### config.mk
export PLATFORM = sky130hd
export DESIGN_NAME = dcache_ram_ctrl
export DESIGN_NICKNAME = d
export VERILOG_FILES = /design/src/rtl/dcache_ram_ctrl.sv
export SDC_FILE = /design/constraint.sdc
export NUM_CORES = 1
export LEC_CHECK = 0
export ABC_AREA = 1
export CAP_MARGIN = 20
export CELL_PAD_IN_SITES_DETAIL_PLACEMENT = 0
export CELL_PAD_IN_SITES_GLOBAL_PLACEMENT = 1
export CORE_UTILIZATION = 30
export DETAILED_ROUTE_END_ITERATION = 7
export PLACE_DENSITY_LB_ADDON = 0.1
export SETUP_SLACK_MARGIN = 0.1
export SYNTH_ARGS = -nofsm -noshare
export SYNTH_HDL_FRONTEND = slang
export SYNTH_SLANG_ARGS = --single-unit
### constraint.sdc
create_clock -name clk -period 1.4 [get_ports clk]
set_clock_uncertainty 0.1 [all_clocks]
set_input_delay 0.21 -clock clk [delete_from_list [all_inputs] [get_ports clk]]
set_output_delay 0.21 -clock clk [all_outputs]
set_load 0.05 [all_outputs]
### src/rtl/dcache_ram_ctrl.sv
// dcache_ram_ctrl: single-port front-end for dcache_data_ram with optional zero-fill after reset
module dcache_ram_ctrl #(
  parameter int DATA_WIDTH    = 32,
  parameter int ADDR_WIDTH    = 7,
  parameter int NUM_WMASKS    = 8,
  parameter bit INIT_ON_RESET = 1'b1
) (
  input  logic                    clk,
  input  logic                    rst_n,
  input  logic                    req_valid,
  output logic                    req_ready,
  input  logic                    req_we,
  input  logic [ADDR_WIDTH-1:0]   req_addr,
  input  logic [DATA_WIDTH/8-1:0] req_be,
  input  logic [DATA_WIDTH-1:0]   req_wdata,
  output logic                    resp_valid,
  input  logic                    resp_ready,
  output logic                    resp_we,
  output logic [DATA_WIDTH-1:0]   resp_rdata,
  output logic                    init_done,
  output logic                    ram_csb,
  output logic                    ram_web,
  output logic [NUM_WMASKS-1:0]   ram_wmask,
  output logic [ADDR_WIDTH-1:0]   ram_addr,
  output logic [DATA_WIDTH-1:0]   ram_din,
  input  logic [DATA_WIDTH-1:0]   ram_dout
);
  typedef enum logic [2:0] {INIT, IDLE, ISSUE, WAIT, RESP} state_t;
  state_t state, state_n;
  logic [ADDR_WIDTH-1:0] cnt, cnt_n, ram_addr_n;
  logic [NUM_WMASKS-1:0] be_mask, ram_wmask_n;
  logic [DATA_WIDTH-1:0] ram_din_n, resp_rdata_n;
  logic we_q, we_q_n, ram_csb_n, ram_web_n, resp_valid_n, resp_we_n, init_done_n;
  logic accept, fill, wr, rd;
  // each byte enable covers two 4-bit mask granules
  for (genvar i = 0; i < NUM_WMASKS; i++) begin : g_mask
    assign be_mask[i] = req_be[i/2];
  end
  assign req_ready = state == IDLE && init_done;
  assign accept    = req_valid && req_ready;
  assign fill      = state == INIT;
  assign wr        = accept && req_we && |req_be;
  assign rd        = accept && !req_we;
  always_ff @(posedge clk or negedge rst_n) begin
    if (!rst_n) state <= INIT_ON_RESET ? INIT : IDLE;
    else state <= state_n;
  end
  always_comb begin
    state_n = state;
    unique case (state)
      INIT:    state_n = &cnt ? IDLE : INIT;
      IDLE:    state_n = accept ? ISSUE : IDLE;
      ISSUE:   state_n = WAIT;
      WAIT:    state_n = RESP;
      RESP:    state_n = resp_ready ? IDLE : RESP;
      default: state_n = IDLE;
    endcase
  end
  // a store with no enabled bytes still walks the FSM but never touches the macro
  always_comb begin
    ram_csb_n    = !(fill || wr || rd);
    ram_web_n    = !(fill || wr);
    ram_wmask_n  = fill ? '1 : wr ? be_mask : '0;
    ram_din_n    = wr ? req_wdata : '0;
    ram_addr_n   = fill ? cnt : accept ? req_addr : ram_addr;
    cnt_n        = fill ? cnt + 1'b1 : cnt;
    we_q_n       = accept ? req_we : we_q;
    resp_valid_n = state == WAIT || (state == RESP && !resp_ready);
    resp_we_n    = state == WAIT ? we_q : resp_we;
    resp_rdata_n = state == WAIT ? (we_q ? '0 : ram_dout) : resp_rdata;
    init_done_n  = fill ? &cnt : 1'b1;
  end
  always_ff @(posedge clk or negedge rst_n) begin
    if (!rst_n) begin
      ram_csb    <= 1'b1;
      ram_web    <= 1'b1;
      ram_wmask  <= '0;
      ram_addr   <= '0;
      ram_din    <= '0;
      cnt        <= '0;
      we_q       <= 1'b0;
      resp_valid <= 1'b0;
      resp_we    <= 1'b0;
      resp_rdata <= '0;
      init_done  <= 1'b0;
    end else begin
      ram_csb    <= ram_csb_n;
      ram_web    <= ram_web_n;
      ram_wmask  <= ram_wmask_n;
      ram_addr   <= ram_addr_n;
      ram_din    <= ram_din_n;
      cnt        <= cnt_n;
      we_q       <= we_q_n;
      resp_valid <= resp_valid_n;
      resp_we    <= resp_we_n;
      resp_rdata <= resp_rdata_n;
      init_done  <= init_done_n;
    end
  end
endmodule

# Word-level counts from Yosys, hierarchy flattened
# Cells that the tools add are included.
word_totals:
  ff_bits: 95
  input_bits: 80
  output_inout_bits: 85
  word_cells: 45
classes:
  n_eq_ne: 4
  n_reduce_logical: 17
  add_sub_neg: 1
  mux: 11
op_table:
  columns: ["op", "n"]
  rows:
  - ["two-way mux 32 bit", 2]
  - ["two-way mux 8 bit", 2]
  - ["case mux 3 bit (5 select lines)", 1]
  - ["two-way mux 7 bit", 2]
  - ["adder 7 x 1 -> 7 bit (second input constant)", 1]
  - ["AND reduction 7 bit", 1]
  - ["equality test 3 x 2 -> 1 bit (second input constant)", 2]
  - ["logical AND 1 bit", 6]
  - ["logical NOT 1 bit", 4]
  - ["OR reduction 4 bit", 1]
  - ["equality test 3 x 1 -> 1 bit (second input constant)", 1]
  - ["equality test 3 bit (second input constant)", 1]
  - ["logical NOT 3 bit", 1]
  - ["logical OR 1 bit", 3]
  - ["two-way mux 3 bit", 1]
  - ["two-way mux 1 bit", 2]
  - ["two-way mux 2 bit", 1]
  - ["nonzero test 2 bit", 1]

# Logic depth before layout (Yosys ltp)
# Gate-level depths: netlist (run 1).
depth:
  word_depth: 8
  mapped_depth: 9
  depth_no_buf: 8

# Worst setup path after synthesis (run 1)
# No wires, ideal clock.
synth_path:
  path_kind: "reg-to-reg"
  from: "reg init_done"
  to: "reg ram_din[1]"
  slack_ns: -0.336
  n_path_buf: 1
  arrival_ns: 1.565
  stages_incl_launch_ff: 6
  setup_time_ns: 0.071
  period_less_slack_ns: 1.736
  t_required_ns: 1.229
  path_cell_list: "dfrtp_1 inv_1 nor2_4 nand4_4 buf_6 nor2_1"
synth_via:
  elab_chain_cells: 5
synth_lines:
  columns: ["element", "line_no", "text"]
  rows:
  - ["start: declaration", "20", "output logic init_done,"]
  - ["start signal: assignment", "97", "init_done <= init_done_n;"]
  - ["logical AND 1 bit", "39", "assign req_ready = state == IDLE && init_done;"]
  - ["named net req_ready", "11", "output logic req_ready,"]
  - ["logical AND 1 bit", "40", "assign accept = req_valid && req_ready;"]
  - ["logical AND 1 bit (2 in series)", "42", "assign wr = accept && req_we && |req_be;"]
  - ["two-way mux 32 bit", "64", "ram_din_n = wr ? req_wdata : '0;"]
  - ["named net ram_din_n[1]", "32", "logic [DATA_WIDTH-1:0] ram_din_n, resp_rdata_n;"]
  - ["end signal: assignment", "91", "ram_din <= ram_din_n;"]
  - ["end: declaration", "25", "output logic [DATA_WIDTH-1:0] ram_din,"]
# The timed path passes the listed nets, and every way through them passes these cells.
# A chain may end at the register's enable or synchronous reset.

# Final worst setup path (run 1)
layout_path:
  from: "reg state[2]"
  to: "out req_ready"
layout_via:
  elab_chain_cells: 2
layout_lines:
  columns: ["element", "line_no", "text"]
  rows:
  - ["start: declaration", "29", "state_t state, state_n;"]
  - ["start signal: assignment", "45", "if (!rst_n) state <= INIT_ON_RESET ? INIT : IDLE;"]
  - ["start signal: assignment", "46", "else state <= state_n;"]
  - ["equality test 3 x 1 -> 1 bit", "39", null]
  - ["logical AND 1 bit", "39", null]
  - ["end: declaration", "11", null]
# Every way passes these cells.

==> results of run 1 <==
[layout by cell type, fill, tap and decap left out, drive strengths merged, types with 2 or more instances in the layout]
master,n
buf,146
dfstp,2
clkbuf,12
dfrtp,89
inv,53
a21oi,2
clkdlybuf4s50,78
nand2,141
o31ai,2
xnor2,2
nor2,43
nor3,2
nand3,19
clkinv,6
o21ai,8
xor2,2
nand4,4
[registers in the layout, indices dropped and copies added, names as in the netlist]
register,cells
cnt,7
init_done,1
ram_addr,7
ram_csb,1
ram_din,32
ram_web,1
ram_wmask,4
resp_rdata,32
resp_valid,1
resp_we,1
state,3
we_q,1
[stage by stage]
stage | utilization | area, um^2 | setup TNS [ns]
6_report | 0.656 | 7580 | -11.97
5_1_grt | 0.656 | 7580 | -18.23
4_1_cts | 0.623 | 7210 | -6.02
3_5_place_dp | 0.555 | 6420 | -7.37
3_3_place_gp | 0.555 | 6420 | -5.49
2_1_floorplan | - | 3610 | -4.32
[cell families after synthesis]
group,Yosys count,synth area share
buffers and inverters,68,0.0924
and+or+nand+nor,210,0.243
DFF,91,0.633
AOI/OAI and AO/OA,12,0.0181
adders and majority gates,1,0.00347
xor gates and xnor gates,4,0.00973
[final timing paths]
kind / startpoint / to / slack [ns] / cells after the start
worst max register to register: state[2]$_DFF_PN0_ / resp_rdata[12]$_DFFE_PN0N_ / -0.19 / 10
worst max-delay path: state[2]$_DFF_PN0_ / req_ready / -0.20 / 6
worst min-delay path: rst_n / resp_rdata[18]$_DFFE_PN0N_ / 0.23 / 2
worst min register to register: resp_rdata[16]$_DFFE_PN0N_ / resp_rdata[16]$_DFFE_PN0N_ / 0.44 / 2
max in group asynchronous: rst_n / ram_csb$_DFF_PN1_ / 0.42 / 3
min in group clk: req_wdata[2] / ram_din[2]$_DFF_PN0_ / 0.28 / 3
[per-layer routing]
metal | vias to the layer above | routed length [um] | global-route usage
met4 | 0 | 143 | 0.0640
met5 | - | 0 | 0
met1 | 1548 | 4630 | 0.225
met2 | 103 | 5540 | 0.288
li1 | 1612 | - | -
met3 | 11 | 716 | 0.0517
[power by group through the flow]
stage | sequential, mW | combinational (mW) | clock, mW
2_1_floorplan | 6.29 | 2.05 | 0
3_3_place_gp | 4.36 | 8.42 | 0
3_5_place_dp | 4.38 | 8.50 | 0
4_1_cts | 4.36 | 9.55 | 2.52
5_1_grt | 4.50 | 10.8 | 2.64
6_report | 4.41 | 10.3 | 2.44
[cell type report]
type	count	area (um^2)
Sequential cell	91	2290
Inverter	51	228
Tap cell	143	179
Clock buffer	12	256
Multi-Input combinational cell	227	1270
Timing Repair Buffer	225	3240
Fill cell	896	3980
Timing Repair inverter	5	75.1
Clock inverter	4	48.8
[timing repair]
action                     CTS  global route
hold endpoints to repair    22             0
gates resized for setup     54            80
pin swaps                    7             9
gates cloned                 5             5
hold buffers                 1             0
setup endpoints to repair   95            95
setup buffers               20             7
==> impl_metrics.yaml, run 1 <==
drt:
  drcViolationCount: 13
  viasPerCell: 4.32
  first_iter_violations: 138
  routed_wl_mm: 11.0
  dr.pass1.iters: 6
  ant_nets: 0
  routedWlPerCell_um: 14.5
  vias: 3274
sta:
  fin_crit_sh: 1.15
  fin_crit_ns: 1.60
  max_freq_ghz: 0.624
  max-slew-margin-rel: 0.725
  setup_viol: 87
  fin_ws_ns: -0.204
  worst_slew_pin_slew_ns: 0.409
  final-hold-violation-count: 0
  timing.hold.ws_ns: 0.227
  rsz0062_at_grt: "yes"
  drv_slew: 0
worst_setup_path:
  crit_top_cell: "buf_6"
  cp_max_fo: 2
  path_cells: "inv_2, buf_6, nand3_4, nor2_4, buf_6, buf_12"
  critPathSlowestCell: "dfrtp_1"
  worst-setup-path-type: "reg2out"
  cp_num_buf_inv: 4
  cp-end-kind: "output pin"
  cp_data_arrival_time_ns: 1.29
  cp.required_ns: 1.09
  startpoint_type: "flip-flop"
  max_stage_delay_ns: 0.39
  crit_family: "flip-flops"
global_route:
  overflow: 0
  grtUsageTotal: 0.177
  grt_pass1_vias: 3317
  antenna_found_initial: 0
  grt_pass1_wl_mm: 17.0
  grt_max_degree: 35
logic_synthesis:
  async_reset_ff_frac: 1.00
  synth-edff-count: 0
  synth_commonest_cells: "nand2_1, dfrtp_1, inv_1"
  ys_top_cells_by_area: "dfrtp_1, nand2_1, inv_1, nor2_1, nand3_1"
  syn_area_um2: 3600
  yosysSeqAreaShare: 0.633
  yosys_warnings: 0
  synthCells: 386
  synth_top_area_frac: 0.618
  synth_nets: 467
  synthFlopType: "dfrtp_1"
  ys_types: 25
  synth_most_common_cell: "nand2_1"
  synth.largest_area_cell: "dfrtp_1"
  ys_ff_latch: 91
  synth.avg_cell_area_um2: 9.33
status:
  violations: "design-rule violations, negative setup slack"
  status: "complete, but fails checks"
clocking:
  clock_sinks: 91
  numCtsBuffers: 9
  cts_tree: "yes"
  clock_path_buffers: 2
  cts-htree-levels: 3
  clockRootBuffer: "clkbuf_16"
  insertion_delay_ns: 0.34
  clk_pin_slew_ns: 0.06
worst_hold_path:
  hold_path.class: "in2async"
power_and_ir_drop:
  power_density_nw_per_um2: 2260
  peakVddDrop_mv: 1.50
  power_frac_comb: 0.599
  p_sw_mw: 7.08
  intPower_mw: 10.0
  switching_share: 0.414
  power_frac_seq: 0.258
  clkPwrFrac: 0.143
  leakage_nw: 3.69
  total_power_mw: 17.1
cells_and_area:
  num_antenna_cells: 0
  stdcell_count: 758
  area_growth_pct: 111
  finalNetCount: 691
  final_layout_size_suffix_gt1_frac: 0.410
place:
  portBuffers: 164
  dp_worst_setup_slack_ns: -0.140
  place.gp.congestion: 0.763
  placed_cells: 705
  dpl.hpwl_mm: 7.11
die:
  start_util: 0.311
  die_h_um: 112
  die-area_um2: 12500
  num_rows: 39
  chipWidth_um: 112
  ios: 165
  core-area_um2: 11600
flow_run:
  cap_violations: 0
(Power assumes the default switching activity.)
==> inputs of run 2 (changes only) <==
Settings changed: CORE_MARGIN set to 5.
==> run 2 against run 1 <==
The run ends with negative setup slack left. Worst setup slack gained 0.0057 ns. First-iteration DRC count shrank 12%. Via count shrank 0.61%. Clock power grew 5%. Sequential cell count is the same. Die area grew 15%. Utilization shrank 1.7 points. Critical endpoint unchanged. Largest power group unchanged.
==> impl_metrics.yaml, run 2 (synthesis results as in run 1) <==
worst_setup_path:
  worst-setup-path-type: "reg2out"
  ff2ff_setup_slack_ns: -0.15
  cp.required_ns: 1.09
  critPathSlowestCell: "dfrtp_1"
  r2r_start: "state[1]$_DFF_PN0_"
  cp_data_arrival_time_ns: 1.29
  startpoint_type: "flip-flop"
  cp-end-kind: "output pin"
  cp_max_fo: 3
  path_cells: "inv_2, nand3_4, nor2_4, buf_6, buf_12"
  worstRegToRegCells: 11
  rr_endpoint: "resp_rdata[13]$_DFFE_PN0N_"
  max_stage_delay_ns: 0.39
power_and_ir_drop:
  total_power_mw: 16.8
  peakVddDrop_mv: 1.41
  leakage_nw: 3.68
  power_density_nw_per_um2: 2200
sta:
  fin_ws_ns: -0.198
  fin_crit_ns: 1.60
  fin_crit_sh: 1.14
  drv_slew: 0
  final-hold-violation-count: 0
  max_freq_ghz: 0.626
  max-slew-margin-rel: 0.734
  timing.hold.ws_ns: 0.240
  rsz0062_at_grt: "yes"
  worst_slew_pin_slew_ns: 0.396
  setup_viol: 83
drt:
  ant_nets: 0
  dr.pass1.iters: 4
  first_iter_violations: 122
  viasPerCell: 4.26
  drcViolationCount: 0
  vias: 3254
  routed_wl_mm: 11.4
  routedWlPerCell_um: 15.0
cells_and_area:
  final_cell_mix: "nand2_1, buf_12, dfrtp_1"
  layout_commonest_cell: "nand2_1"
  finalNetCount: 693
  top_regs: "ram_din (32), resp_rdata (32)"
  num_antenna_cells: 0
  nFillCells: 964
  stdcell_count: 763
  final_layout_size_suffix_gt1_frac: 0.391
  fin_util: 0.639
  area_growth_pct: 111
global_route:
  grt_pass1_vias: 3405
  grt_pass1_wl_mm: 17.6
  overflow: 0
  grt_max_degree: 35
  antenna_found_initial: 0
  grtUsageTotal: 0.157
worst_hold_path:
  hold_path.class: "in2async"
die:
  die-area_um2: 14300
  die_h_um: 120
  num_rows: 40
  chipWidth_um: 120
  core-area_um2: 11900
  ios: 165
  start_util: 0.302
place:
  place.gp.congestion: 0.799
  placed_cells: 713
  portBuffers: 164
  dp_worst_setup_slack_ns: -0.190
  dpl.hpwl_mm: 7.89
flow_run:
  cap_violations: 0
clocking:
  clk_pin_slew_ns: 0.06
  cts-htree-levels: 3
  numCtsBuffers: 9
  insertion_delay_ns: 0.34
  cts_tree: "yes"
  clock_sinks: 91
  clockRootBuffer: "clkbuf_16"
  clock_path_buffers: 2
status:
  violations: "negative setup slack"
  status: "complete, but fails checks"
run 2: cell count changes in the layout (fill, tap and decap cells not counted), moves of 3 or more:
cell / delta
nor2_4: +23
buf_6: +5
nand3_2: -6
nand3_1: +6
nor2_2: -3
inv_8: -4
nand2_2: -22
nand2_4: -4
nand2_1: +27
clkbuf_16: +3
nor2_1: -20
buf_8: -3
buf_16: -3
run 2: cell type report:
| type | instances | area [um^2] | area share |
|---|---|---|---|
| inverter | 51 | 206 | 0.0271 |
| timing repair buffer | 231 | 3300 | 0.434 |
| tap | 147 | 184 | 0.0242 |
| sequential | 91 | 2280 | 0.300 |
| timing repair inverter | 1 | 8.76 | 0.00115 |
| clock buffer | 10 | 239 | 0.0314 |
| clock inverter | 5 | 77.6 | 0.0102 |
| multi-input combinational | 227 | 1310 | 0.172 |
run 2: worst max path at each step:
stage,startpoint,to,slack (ns),cells after the start
finish,state[1]$_DFF_PN0_,req_ready,-0.20,5
global route,state[2]$_DFF_PN0_,req_ready,-0.26,5
CTS,state[1]$_DFF_PN0_,req_ready,-0.16,5
detailed placement,req_be[1],ram_din[26]$_DFF_PN0_,-0.19,6
global placement,req_be[1],ram_din[21]$_DFF_PN0_,-0.20,6
floorplan,state[2]$_DFF_PN0_,ram_din[1]$_DFF_PN0_,-0.15,6
run 2: metal layers:
layer | vias to the layer above | global-route usage | share of wire
met5 | - | 0 | 0
met4 | 0 | 0.0601 | 0.017
met3 | 13 | 0.0462 | 0.067
met2 | 87 | 0.265 | 0.50
met1 | 1545 | 0.189 | 0.41
li1 | 1609 | - | -
run 2: critical path, delay by kind of cell, from the launching register on:
kind / cells / cell delay [ns]
DFF: 1 / 0.39
buffers and inverters: 3 / 0.35
and+or+nand+nor: 2 / 0.21
run 2: power breakdown:
| group | total, mW | switching, mW | internal (mW) |
|---|---|---|---|
| sequential | 4.36 | 0.873 | 3.49 |
| clock | 2.57 | 0.974 | 1.60 |
| combinational | 9.84 | 5.00 | 4.84 |
| total | 16.8 | 6.85 | 9.93 |
run 2: per-stage QoR:
stage	setup TNS (ns)	cell area, um^2
floorplan	-4.32	3610
global placement	-8.91	6480
detailed placement	-9.47	6480
CTS	-7.41	7260
global route	-14.07	7610
finish	-7.48	7610
run 2: what timing repair did:
item                       CTS  global route
resized for setup           51            72
hold buffers                 1             0
setup endpoints to repair   89            98
gates cloned                 4             4
setup buffers               22             8
pin swaps                    8             6
hold endpoints to repair    26             0
